$ cat src/rtl/mem_initiator_if.sv
// Core-side request/response and memory-side valid/ready bundles for mem_initiator.
// Master drives the request, slave answers it.

interface mem_req_if;
   logic        req_valid;
   logic        req_ready;
   logic        req_store;
   logic [1:0]  req_size;
   logic        req_unsigned;
   logic [31:0] req_addr;
   logic [31:0] req_wdata;
   logic        rsp_valid;
   logic [31:0] rsp_rdata;
   logic        rsp_error;

   modport master (
      output req_valid, req_store, req_size, req_unsigned, req_addr, req_wdata,
      input  req_ready, rsp_valid, rsp_rdata, rsp_error
   );

   modport slave (
      input  req_valid, req_store, req_size, req_unsigned, req_addr, req_wdata,
      output req_ready, rsp_valid, rsp_rdata, rsp_error
   );
endinterface

interface mem_bus_if;
   logic        mem_valid;
   logic        mem_instr;
   logic [31:0] mem_addr;
   logic [31:0] mem_wdata;
   logic [3:0]  mem_wstrb;
   logic        mem_ready;
   logic [31:0] mem_rdata;

   modport master (
      output mem_valid, mem_instr, mem_addr, mem_wdata, mem_wstrb,
      input  mem_ready, mem_rdata
   );

   modport slave (
      input  mem_valid, mem_instr, mem_addr, mem_wdata, mem_wstrb,
      output mem_ready, mem_rdata
   );
endinterface

$ cat src/rtl/mem_initiator.sv
// Turns one core load/store into a single aligned word access with byte strobes,
// waits for the responder and returns lane-extracted, extended data or an error.

module mem_initiator #(
   parameter int unsigned TIMEOUT = 16,
   parameter bit          INSTR   = 1'b0
) (
   input  logic      clk,
   input  logic      rst,
   mem_req_if.slave  core,
   mem_bus_if.master mem
);

   localparam int unsigned DW    = 32;
   localparam int unsigned SW    = DW / 8;
   localparam int unsigned CNT_W = (TIMEOUT > 1) ? $clog2(TIMEOUT) : 1;

   typedef enum logic [1:0] {IDLE, ISSUE, WAIT, RESP} state_e;

   state_e           state_q, state_d;
   logic             store_q, store_d;
   logic [1:0]       size_q, size_d;
   logic             uns_q, uns_d;
   logic [1:0]       off_q, off_d;
   logic [CNT_W-1:0] cnt_q, cnt_d;

   logic             mem_valid_q, mem_valid_d;
   logic [DW-1:0]    mem_addr_q, mem_addr_d;
   logic [DW-1:0]    mem_wdata_q, mem_wdata_d;
   logic [SW-1:0]    mem_wstrb_q, mem_wstrb_d;
   logic             rsp_valid_q, rsp_valid_d;
   logic             rsp_error_q, rsp_error_d;
   logic [DW-1:0]    rsp_rdata_q, rsp_rdata_d;

   logic             misaligned_c;
   logic [SW-1:0]    wstrb_c;
   logic [DW-1:0]    wdata_c;
   logic [7:0]       lane_b_c;
   logic [15:0]      lane_h_c;
   logic [DW-1:0]    load_c;

   // Request decode from the live inputs, used only on the accept cycle
   always_comb begin
      misaligned_c = (core.req_size == 2'd3) ||
                     ((core.req_size == 2'd1) && core.req_addr[0]) ||
                     ((core.req_size == 2'd2) && (core.req_addr[1:0] != 2'b00));
      case (core.req_size)
         2'd0: begin
            wstrb_c = SW'(4'b0001 << core.req_addr[1:0]);
            wdata_c = {4{core.req_wdata[7:0]}};
         end
         2'd1: begin
            wstrb_c = core.req_addr[1] ? 4'b1100 : 4'b0011;
            wdata_c = {2{core.req_wdata[15:0]}};
         end
         default: begin
            wstrb_c = 4'b1111;
            wdata_c = core.req_wdata;
         end
      endcase
      if (!core.req_store) wstrb_c = '0;
   end

   // Lane extraction and extension of the returned word
   always_comb begin
      lane_b_c = mem.mem_rdata[{off_q, 3'b000} +: 8];
      lane_h_c = off_q[1] ? mem.mem_rdata[31:16] : mem.mem_rdata[15:0];
      case (size_q)
         2'd0:    load_c = uns_q ? {24'd0, lane_b_c} : {{24{lane_b_c[7]}}, lane_b_c};
         2'd1:    load_c = uns_q ? {16'd0, lane_h_c} : {{16{lane_h_c[15]}}, lane_h_c};
         default: load_c = mem.mem_rdata;
      endcase
   end

   // Next-state and next-output logic
   always_comb begin
      state_d     = state_q;
      store_d     = store_q;
      size_d      = size_q;
      uns_d       = uns_q;
      off_d       = off_q;
      cnt_d       = cnt_q;
      mem_valid_d = 1'b0;
      mem_addr_d  = mem_addr_q;
      mem_wdata_d = mem_wdata_q;
      mem_wstrb_d = mem_wstrb_q;
      rsp_valid_d = 1'b0;
      rsp_error_d = 1'b0;
      rsp_rdata_d = '0;

      case (state_q)
         IDLE: begin
            if (core.req_valid) begin
               store_d = core.req_store;
               size_d  = core.req_size;
               uns_d   = core.req_unsigned;
               off_d   = core.req_addr[1:0];
               if (misaligned_c) begin
                  state_d     = RESP;
                  rsp_valid_d = 1'b1;
                  rsp_error_d = 1'b1;
               end else begin
                  state_d     = ISSUE;
                  mem_valid_d = 1'b1;
                  mem_addr_d  = {core.req_addr[31:2], 2'b00};
                  mem_wstrb_d = wstrb_c;
                  mem_wdata_d = wdata_c;
               end
            end
         end
         ISSUE: begin
            state_d = WAIT;
            cnt_d   = '0;
         end
         WAIT: begin
            cnt_d = cnt_q + CNT_W'(1);
            // A ready in the final counted cycle still completes normally
            if (mem.mem_ready) begin
               state_d     = RESP;
               rsp_valid_d = 1'b1;
               rsp_rdata_d = store_q ? '0 : load_c;
            end else if (cnt_q == CNT_W'(TIMEOUT - 1)) begin
               state_d     = RESP;
               rsp_valid_d = 1'b1;
               rsp_error_d = 1'b1;
            end
         end
         RESP: begin
            state_d = IDLE;
         end
         default: begin
            state_d = IDLE;
         end
      endcase
   end

   always_ff @(posedge clk or negedge rst) begin
      if (!rst) begin
         state_q     <= IDLE;
         store_q     <= 1'b0;
         size_q      <= 2'd0;
         uns_q       <= 1'b0;
         off_q       <= 2'd0;
         cnt_q       <= '0;
         mem_valid_q <= 1'b0;
         mem_addr_q  <= '0;
         mem_wdata_q <= '0;
         mem_wstrb_q <= '0;
         rsp_valid_q <= 1'b0;
         rsp_error_q <= 1'b0;
         rsp_rdata_q <= '0;
      end else begin
         state_q     <= state_d;
         store_q     <= store_d;
         size_q      <= size_d;
         uns_q       <= uns_d;
         off_q       <= off_d;
         cnt_q       <= cnt_d;
         mem_valid_q <= mem_valid_d;
         mem_addr_q  <= mem_addr_d;
         mem_wdata_q <= mem_wdata_d;
         mem_wstrb_q <= mem_wstrb_d;
         rsp_valid_q <= rsp_valid_d;
         rsp_error_q <= rsp_error_d;
         rsp_rdata_q <= rsp_rdata_d;
      end
   end

   assign core.req_ready = (state_q == IDLE);
   assign core.rsp_valid = rsp_valid_q;
   assign core.rsp_error = rsp_error_q;
   assign core.rsp_rdata = rsp_rdata_q;
   assign mem.mem_valid  = mem_valid_q;
   assign mem.mem_instr  = INSTR;
   assign mem.mem_addr   = mem_addr_q;
   assign mem.mem_wdata  = mem_wdata_q;
   assign mem.mem_wstrb  = mem_wstrb_q;

endmodule

$ cat src/flat_wrapper.sv
// flat-port wrapper written by rule: the top's interface ports become plain ports
module mem_initiator_flat 
#(
   parameter int unsigned TIMEOUT = 16,
   parameter bit          INSTR   = 1'b0
)
  (clk, rst, core_req_valid, core_req_store, core_req_size, core_req_unsigned, core_req_addr, core_req_wdata, core_req_ready, core_rsp_valid, core_rsp_rdata, core_rsp_error, mem_mem_valid, mem_mem_instr, mem_mem_addr, mem_mem_wdata, mem_mem_wstrb, mem_mem_ready, mem_mem_rdata);
  mem_req_if core_i ();
  mem_bus_if mem_i ();
  input  logic clk;
  input  logic rst;
  input wire logic [$bits(core_i.req_valid)-1:0] core_req_valid;
  input wire logic [$bits(core_i.req_store)-1:0] core_req_store;
  input wire logic [$bits(core_i.req_size)-1:0] core_req_size;
  input wire logic [$bits(core_i.req_unsigned)-1:0] core_req_unsigned;
  input wire logic [$bits(core_i.req_addr)-1:0] core_req_addr;
  input wire logic [$bits(core_i.req_wdata)-1:0] core_req_wdata;
  output wire logic [$bits(core_i.req_ready)-1:0] core_req_ready;
  output wire logic [$bits(core_i.rsp_valid)-1:0] core_rsp_valid;
  output wire logic [$bits(core_i.rsp_rdata)-1:0] core_rsp_rdata;
  output wire logic [$bits(core_i.rsp_error)-1:0] core_rsp_error;
  output wire logic [$bits(mem_i.mem_valid)-1:0] mem_mem_valid;
  output wire logic [$bits(mem_i.mem_instr)-1:0] mem_mem_instr;
  output wire logic [$bits(mem_i.mem_addr)-1:0] mem_mem_addr;
  output wire logic [$bits(mem_i.mem_wdata)-1:0] mem_mem_wdata;
  output wire logic [$bits(mem_i.mem_wstrb)-1:0] mem_mem_wstrb;
  input wire logic [$bits(mem_i.mem_ready)-1:0] mem_mem_ready;
  input wire logic [$bits(mem_i.mem_rdata)-1:0] mem_mem_rdata;
  assign core_i.req_valid = core_req_valid;
  assign core_i.req_store = core_req_store;
  assign core_i.req_size = core_req_size;
  assign core_i.req_unsigned = core_req_unsigned;
  assign core_i.req_addr = core_req_addr;
  assign core_i.req_wdata = core_req_wdata;
  assign core_req_ready = core_i.req_ready;
  assign core_rsp_valid = core_i.rsp_valid;
  assign core_rsp_rdata = core_i.rsp_rdata;
  assign core_rsp_error = core_i.rsp_error;
  assign mem_mem_valid = mem_i.mem_valid;
  assign mem_mem_instr = mem_i.mem_instr;
  assign mem_mem_addr = mem_i.mem_addr;
  assign mem_mem_wdata = mem_i.mem_wdata;
  assign mem_mem_wstrb = mem_i.mem_wstrb;
  assign mem_i.mem_ready = mem_mem_ready;
  assign mem_i.mem_rdata = mem_mem_rdata;
  mem_initiator #(.TIMEOUT(TIMEOUT), .INSTR(INSTR)) u_core (.clk(clk), .rst(rst), .core(core_i), .mem(mem_i));
endmodule
$ cat config.mk
export PLATFORM = sky130hd
export DESIGN_NAME = mem_initiator_flat
export DESIGN_NICKNAME = d
export VERILOG_FILES = /design/src/rtl/mem_initiator_if.sv /design/src/rtl/mem_initiator.sv /design/src/flat_wrapper.sv
export SDC_FILE = /design/constraint.sdc
export NUM_CORES = 1
export LEC_CHECK = 0
export ABC_AREA = 1
export BUFFER_PORTS_ARGS = -buffer_cell sky130_fd_sc_hd__buf_2
export CAP_MARGIN = 30
export CORE_MARGIN = 8
export CORE_UTILIZATION = 44
export DETAILED_ROUTE_END_ITERATION = 12
export MAX_ROUTING_LAYER = met4
export PLACE_DENSITY = 0.77
export SLEW_MARGIN = 30
export SYNTH_ARGS = -nofsm -noshare
export SYNTH_HDL_FRONTEND = slang
export SYNTH_SLANG_ARGS = --single-unit
$ cat constraint.sdc
create_clock -name clk -period 1.57 [get_ports clk]
set_clock_uncertainty 0.15 [all_clocks]
set_input_delay 0.314 -clock clk [delete_from_list [all_inputs] [get_ports clk]]
set_output_delay 0.314 -clock clk [all_outputs]
set_load 0.05 [all_outputs]
# --- After elaboration in Yosys (flattened, before gate mapping) ---
# Index checks and enable logic that the tools add are counted.
totals:
  rom_bits: 0
  ramBits: 0
  out_inout_bits: 105
  wordCells: 66
  in_bits: 104
  latch_bits: 0
  n_memories: 0
  regBits: 113
classes:
  addsub: 1
  n_div: 0
  n_lt_le_gt_ge: 0
  multipliers: 0
  shift: 2
  reduce_logical: 12
  n_eq_ne: 10
  muxes: 27
  n_bitwise: 1
op_table:
  columns: ["cell", "count"]
  rows:
  - ["2-to-1 mux 32 bit", 5]
  - ["one-hot mux 32 bit (2 select lines)", 2]
  - ["indexed part select 32 x 6 -> 8 bit", 1]
  - ["2-to-1 mux 16 bit", 1]
  - ["one-hot mux 4 bit (2 select lines)", 2]
  - ["equality test 2 bit (second input constant)", 4]
  - ["2-to-1 mux 1 bit", 8]
  - ["2-to-1 mux 2 bit", 4]
  - ["2-to-1 mux 4 bit", 2]
  - ["one-hot mux 2 bit (4 select lines)", 1]
  - ["equality test 2 x 1 -> 1 bit (second input constant)", 3]
  - ["zero test 2 bit", 3]
  - ["adder 4 x 1 -> 4 bit (second input constant)", 1]
  - ["equality test 4 bit (second input constant)", 1]
  - ["one-hot mux 1 bit (2 select lines)", 2]
  - ["AND reduction 2 bit", 2]
  - ["nonzero test 2 bit", 2]
  - ["left shift 1 x 2 -> 4 bit (first input constant)", 1]
  - ["!= test 3 x 2 -> 1 bit (second input constant)", 1]
  - ["AND reduction 3 bit", 1]
  - ["logical AND 1 bit", 2]
  - ["logical OR 1 bit", 2]
  - ["!= test 2 bit (second input constant)", 1]
  - ["inverter 1 bit", 1]

# --- Longest topological paths before layout ---
# Gate-level depths: netlist (run 1).
depth:
  word_depth: 7
  ltp_mapped: 11

# --- Least setup slack after synthesis (run 1) ---
# OpenSTA, ideal clock, no wires.
synth_path:
  path_type: "register -> register"
  startpoint: "register u_core.state_q[0]"
  endpoint: "register u_core.mem_addr_q[10], in the netlist u_core.mem.mem_addr[10]"
  arrival_time_ns: 1.641
  stages_incl_launch_ff: 9
  required_time_ns: 1.354
  path_buffers: 2
  path_slack_ns: -0.286
  setup_time_ns: 0.066
  cell_sequence: "dfrtp_1 > inv_1 > ha_1 > nand3_2 > buf_4 > inv_2 > buf_2 > nand2_1 > nand2_1"
synth_via:
  elab_chain_cells: 2
synth_rtl:
  columns: ["element", "line_no", "text"]
  rows:
  - ["from (decl)", "mem_initiator.sv:20", "state_e state_q, state_d;"]
  - ["from (signal assigned)", "mem_initiator.sv:153", "state_q <= state_d;"]
  - ["zero test 2 bit", null, null]
  - ["named net core_req_ready", "flat_wrapper.sv:18", "output wire logic [$bits(core_i.req_ready)-1:0] core_req_ready;"]
  - ["AND reduction 3 bit (no source line)", null, null]
  - ["to (signal assigned)", "mem_initiator.sv:160", "mem_addr_q <= mem_addr_d;"]
  - ["to (decl)", "mem_initiator.sv:28", "logic [DW-1:0] mem_addr_q, mem_addr_d;"]
# The timed path passes the listed nets, and every way through them passes these cells.
# A chain may end at the register's enable or synchronous reset.

# --- Worst setup path after layout (run 1) ---
layout_path:
  startpoint: "register u_core.state_q[0]"
  endpoint: "output port core_req_ready"
layout_via:
  elab_chain_cells: 1
layout_rtl:
  columns: ["element", "line_no", "text"]
  rows:
  - ["zero test 2 bit", "mem_initiator.sv:169", "assign core.req_ready = (state_q == IDLE);"]
  - ["to (decl)", "flat_wrapper.sv:18", null]
# Every way passes these cells.

==> results of run 1 <==
## metrics by stage
| step | power (mW) | TNS [ns] | std cells |
|---|---|---|---|
| 2_1_floorplan | 10.6 | 0 | 614 |
| 5_1_grt | 18.1 | -12.35 | 1057 |
| 4_1_cts | 17.0 | -0.367 | 1047 |
| 6_report | 17.2 | -3.52 | 1057 |
| 3_5_place_dp | 12.9 | -1.04 | 971 |
| 3_3_place_gp | 12.8 | -0.117 | 971 |
## metal layers
metal  up-vias  wire (µm)  track usage [%]  part of all wire [%]
met5         -          0                -                     0
met4         0        482             11.1                   2.9
met3        32       1370             5.48                   8.2
met2       254       8180             34.8                    49
met1      2414       6710             25.6                    40
li1       2513          -                -                     -
## area by class of cell
class / count / area (µm²) / area share, %
diodes: 1 / 2.50 / 0.0320
multi-input cells: 418 / 1950 / 25.0
repair buffers: 300 / 2070 / 26.5
clock inverters: 15 / 160 / 2.05
inverters: 50 / 200 / 2.56
well taps: 143 / 179 / 2.29
clock buffers: 17 / 425 / 5.44
flip-flops and latches: 113 / 2830 / 36.2
## worst paths after layout
check	endpoint	cells after the start	slack, ns
hold / removal	u_core.uns_q	3	0.01
setup / recovery	core_req_ready	4	-0.12
setup reg to reg	u_core.core.rsp_rdata[8]	10	-0.08
max in group asynchronous	u_core.core.rsp_rdata[1]	3	0.58
hold reg to reg	u_core.mem.mem_wstrb[1]	2	0.32
min in group asynchronous	u_core.core.rsp_rdata[11]	2	0.21
## Yosys cell counts, drive strengths merged, types with 3 or more instances
cell	count	area (µm²)
o21ai	55	279
o211ai	7	52.6
clkbuf	10	37.5
or2	7	43.8
ha	3	37.5
nand2	208	798
buf	24	159
nand3	22	120
a21oi	50	250
dfrtp	113	2830
inv	49	184
nor2	56	233
## critical path, stage by stage, from the launching register on
cell     delay, ns
dfrtp_1       0.37
inv_2         0.07
buf_6         0.09
ha_4          0.14
buf_8         0.14
## report_power, final
group / switching [mW] / internal, mW
clock: 1.44 / 2.34
sequential: 0.630 / 4.03
combinational: 6.26 / 2.46
## registers in the layout (all words and copies together), names as in the netlist
| register | flops |
|---|---|
| u_core.store_q | 1 |
| u_core.core.rsp_valid | 1 |
| u_core.state_q | 2 |
| u_core.uns_q | 1 |
| u_core.mem.mem_wstrb | 4 |
| u_core.size_q | 2 |
| u_core.mem.mem_wdata | 32 |
| u_core.cnt_q | 4 |
| u_core.off_q | 2 |
| u_core.mem.mem_valid | 1 |
| u_core.core.rsp_error | 1 |
| u_core.core.rsp_rdata | 32 |
| u_core.mem.mem_addr | 30 |
## kinds of logic after synthesis
| family | after synthesis |
|---|---|
| compound gates | 115 |
| xor+xnor | 1 |
| fa+ha+maj | 3 |
| buf+inv | 84 |
| flops | 113 |
| other cells | 1 |
| simple gates | 295 |
## repair_timing
| item | CTS | global route |
|---|---|---|
| endpoints found under the hold margin | 152 | 0 |
| hold buffers | 40 | 0 |
| setup endpoints to repair | 9 | 100 |
| pin swaps | 2 | 1 |
| setup buffers | 4 | 2 |
| gates resized for setup | 14 | 15 |
| cloned | 0 | 8 |
==> results.md, run 1 <==
- Pin count of the biggest net entering global routing: 38
- Hold Path Origin: core_req_unsigned
- MaxCap Viol Count: 0
- Die area: 15200 µm²
- Required time worst endpoint: 1.11 ns
- Die W: 123 µm
- Finished Core Util: 68.7%
- Arr. time, crit path: 1.22 ns
- First-pass GRT wire length: 25100 µm
- Vias in the first global route: 5129
- Most frequent cells in the layout: nand2_1, buf_2, dfrtp_1, a21oi_1, o21ai_0
- Hold Crit Class: input port to flop
- Pwr/cell area: 2200 nW/µm²
- VDD IR-drop max: 1.32 mV
- Mapped Cells: 612
- Fillers: 916
- Layout net count: 1007
- Commonest non-fill, non-tap cell in the layout: nand2_1
- Asr flop ratio synth: 100%
- Post-Synth XOR/XNOR Area: 0.172%
- Rows: 39
- Final min period: 1.69 ns
- GR Util All Layers: 22.0%
- Initial DRC count: 373
- ANT nets after route: 0
- CTS clock-pin slew for the worst setup and hold paths: 0.05 ns
- Dpl ws: -0.0835 ns
- Setup Viol. Count Final: 85
- Routability congestion estimate: 0.850
- Seq cells post-synth: 113
- CTS Sinks: 113
- H-tree Lvls: 4
- Worst-Skew Late Latency: 0.41 ns
- Worst Hold Slack: 0.0145 ns
- Fin worst setup slack: -0.115 ns
- Drt drc: 0
- Crit. Startpoint: u_core.state_q[0]
- Syn_area_per_cell: 8.31 µm²
- Max Transition Viols Final: 0
- Congestion Overflow GR: 0
- Number of antenna violations at the first check in global routing: 1
- Initial Util: 44.7%
- Deepest clock path buffer count: 2
- CTS Buf Count: 17
- Sequential share of the synthesized area: 55.6%
- Simple-gate area share of the yosys netlist: 23.8%
- Total wire length: 16700 µm
- Area after DPL: 6540 µm²
- 1st-pass router iterations: 5
- Period utilization: 107%
- Worst r2r src: u_core.state_q[0]
- Adder-Cell Fraction of Synth Area: 0.738%
- Number of synthesized flops with an enable pin: 0
- Failing checks: setup timing
- Port buffer count: 205
- Setup CP Type: flop to output pin
- Clock root buffer: clkbuf_16
- Ys Warns: 0
- Most used DFF post-synth: dfrtp_1
- Status: finished with violations
- Compound-Gate Fraction of Synth Area: 11.9%
- Fin. Hold Viols: 0
- Vias post-DR: 5213
- Count of cell types in the netlist: 29
- Kind of start point of the critical path: flop
- Maximum fanout along the worst path: 2
- Area Overhead vs Synth: 53.8%
- Post-Synthesis Cell Area: 5080 µm²
- Peak Freq: 0.593 GHz
- Vias per inst: 4.93
- Core Area: 11400 µm²
- Die height: 123 µm
- Layout cells sized above 1: 36.4%
- Post-DP HPWL: 11500 µm
- LEAKAGE: 4.41 nW
- CTS tree: built
- Mux cell area share after synthesis: 0%
- Wire per inst: 15.8 µm
- Final Cell Area: 7820 µm²
- Setup crit end kind: output pin
- Io pins: 209
- Main combinational cell family by area after synthesis: simple AND/OR/NAND/NOR gates
- RSZ-0062 raised after global routing: yes
Power figures use the tool's default switching activity.
==> run 2, diff against run 1 <==
--- a/config.mk
+++ b/config.mk
@@ -5,14 +5,13 @@
 export SDC_FILE = /design/constraint.sdc
 export NUM_CORES = 1
 export LEC_CHECK = 0
-export ABC_AREA = 1
 export BUFFER_PORTS_ARGS = -buffer_cell sky130_fd_sc_hd__buf_2
 export CAP_MARGIN = 30
 export CORE_MARGIN = 8
 export CORE_UTILIZATION = 44
 export DETAILED_ROUTE_END_ITERATION = 12
 export MAX_ROUTING_LAYER = met4
-export PLACE_DENSITY = 0.77
+export PLACE_DENSITY = 0.79
 export SLEW_MARGIN = 30
 export SYNTH_ARGS = -nofsm -noshare
 export SYNTH_HDL_FRONTEND = slang
==> run 2 against run 1 <==
  * The run still ends with setup timing left
  * First-iteration DRC count rose by 7.8%
  * Fmax fell by 5.4%
  * Via count fell by 7.7%
  * Synthesized area rose by 1.0%
  * Worst hold slack improved by 0.0066 ns
  * Register-to-register slack got worse by 0.13 ns
  * Sequential power rose by 3%
  * Synthesized cell count fell by 26%
  * Clock power fell by 8.2%
  * Setup slack got worse by 0.097 ns
  * Critical path depth rose by 3
  * Critical endpoint is now u_core.mem.mem_wdata[0]
  * Highest routed layer unchanged
==> results.md, run 2 <==
- GR Util All Layers: 22.5%
- Initial DRC count: 402
- Post-synth top area share: 55.1%
- Placed Cells: 807
- Io pins: 209
- Post-Synthesis Cell Area: 5140 µm²
- Die height: 124 µm
- Maximum fanout along the worst path: 5
- Most used DFF post-synth: dfrtp_1
- Reg-to-reg setup timing slack: -0.21 ns
- Setup CP Type: flop to flop
- Ys Warns: 0
- Max Transition Viols Final: 0
- Leading cell types by count after synthesis: dfrtp_1, nand2_1, o21ai_0
- Vias post-DR: 4810
- MaxCap Viol Count: 0
- TNS Setup: -11.74 ns
- Final min period: 1.78 ns
- First-pass GRT wire length: 25800 µm
- Number of antenna violations at the first check in global routing: 0
- Congestion Overflow GR: 0
- Cells along the critical path: inv_2, ha_4, nand2_4, o21bai_4, buf_12, buf_16, mux2_4
- Clock root buffer: clkbuf_16
- Largest area contributor in the netlist: dfrtp_1
- Worst r2r src: u_core.state_q[1]
- CTS tree: built
- Post-DP HPWL: 11000 µm
- Largest stage delay, worst path: 0.40 ns
- Commonest non-fill, non-tap cell in the layout: buf_2
- Hold Path Origin: core_req_wdata[27]
- Failing checks: setup timing
- CTS Buf Count: 17
- Asr flop ratio synth: 100%
- Finished Core Util: 72.9%
- Arr. time, crit path: 1.92 ns
- Fin. Hold Viols: 0
- LEAKAGE: 4.31 nW
- Synth top area cells: dfrtp_1, mux2_2, nand2_1, mux2i_1, o21ai_0
- Required time worst endpoint: 1.71 ns
- Worst-Skew Late Latency: 0.41 ns
- Slowest CP cell: dfrtp_1
- Vias per inst: 5.27
- Antenna cells: 0
- Total wire length: 17900 µm
- Drt drc: 0
- Initial Util: 45.0%
- Syn_area_per_cell: 11.3 µm²
- VDD IR-drop max: 1.88 mV
- Hold depth: 3
- Number of synthesized flops with an enable pin: 0
- Rows: 39
- Kind of start point of the critical path: flop
- Most frequent cells in the layout: buf_2, dfrtp_1, nand2_1, dlygate4sd3_1
- RSZ-0062 raised after global routing: yes
- Pwr/cell area: 2140 nW/µm²
- Count leader, synth: dfrtp_1
- Layout cells sized above 1: 56.4%
- 1st-pass router iterations: 6
- Sequential share of the synthesized area: 55.1%
- Status: finished with violations
- Core Area: 11400 µm²
- Period utilization: 114%
- Layout net count: 864
- Fin worst setup slack: -0.212 ns
- H-tree Lvls: 4
- Setup crit end kind: flop
- Hold EP: u_core.mem.mem_wdata[27]
- Area after DPL: 6550 µm²
- Total power: 17.8 mW
- Hold Crit Class: input port to flop
- Worst Hold Slack: 0.0211 ns
- Port buffer count: 205
- Count of cell types in the netlist: 43
- Seq cells post-synth: 113
- Peak Freq: 0.561 GHz
- Cells on worst reg2reg path: 7
- Area Overhead vs Synth: 62.0%
- Pin count of the biggest net entering global routing: 57
- RR Endpoint: u_core.mem.mem_wdata[0]
- CTS Sinks: 113
- Die W: 124 µm
- CTS clock-pin slew for the worst setup and hold paths: 0.05 ns
- Final Non-Filler Cells: 913
- Wire per inst: 19.6 µm
- Vias in the first global route: 5175
- Routability congestion estimate: 0.866
- Deepest clock path buffer count: 2
- ANT nets after route: 0
- Mapped Cells: 453
- Setup Viol. Count Final: 89
- Crit. Startpoint: u_core.state_q[1]
- Die area: 15400 µm²
- Dpl ws: -0.168 ns
- Final Cell Area: 8320 µm²
==> run 2: where the power goes <==
| group | internal [mW] | switching, mW |
|---|---|---|
| logic | 3.31 | 6.24 |
| registers | 4.03 | 0.778 |
| clock network | 2.20 | 1.28 |
==> run 2: worst max-delay path by stage <==
stage	endpoint	slack [ns]	depth (start not counted)
after detailed placement	u_core.core.rsp_rdata[25]	-0.17	4
after floorplan	u_core.mem.mem_addr[25]	-0.28	7
final	u_core.mem.mem_wdata[0]	-0.21	7
after global placement	u_core.core.rsp_rdata[9]	-0.08	4
after CTS	core_req_ready	-0.18	4
after global routing	u_core.mem.mem_wdata[0]	-0.24	7
==> run 2: routing by layer <==
metal,vias up,part of all wire [%],global-route usage [%],wire [µm]
met5,-,0,-,0
met4,0,2.7,9.52,484
met3,43,8.5,6.84,1520
met2,234,51,37.1,9150
met1,2371,38,24.8,6720
li1,2162,-,-,-
==> run 2: timing repair <==
item	4_1_cts	5_1_grt
gates resized for setup	54	107
endpoints found under the setup margin	83	105
endpoints found under the hold margin	161	0
hold buffers	49	0
setup buffers	15	7
gates cloned	6	2
pin swaps	11	27
==> run 2: layout make-up <==
class | instances | area (µm²)
Inverter | 19 | 71.3
Timing Repair Buffer | 313 | 2300
Fill cell | 726 | 3100
Tap cell | 143 | 179
Multi-Input combinational cell | 293 | 2410
Clock inverter | 7 | 60.1
Sequential cell | 113 | 2830
Clock buffer | 25 | 465
==> run 2: worst max-delay path: cells and delay by family (launching register included) <==
family                   cells  cell delay, ns
multiplexers                 1            0.30
AO/OA/AOI/OAI                1            0.21
AND/OR/NAND/NOR              1            0.05
adder cells (fa/ha/maj)      1            0.16
buffers and inverters        3            0.40
flip-flops                   1            0.40
==> run 2: cell families (layout without fill, tap and decap cells) <==
family	count (synthesis)	in the layout	share of synthesized area, %
multiplexers	79	79	17.6
other	1	3	0.0730
AO/OA/AOI/OAI	88	88	11.7
flip-flops	113	113	55.1
buffers and inverters	49	364	4.70
adder cells (fa/ha/maj)	3	3	0.731
AND/OR/NAND/NOR	120	120	10.1
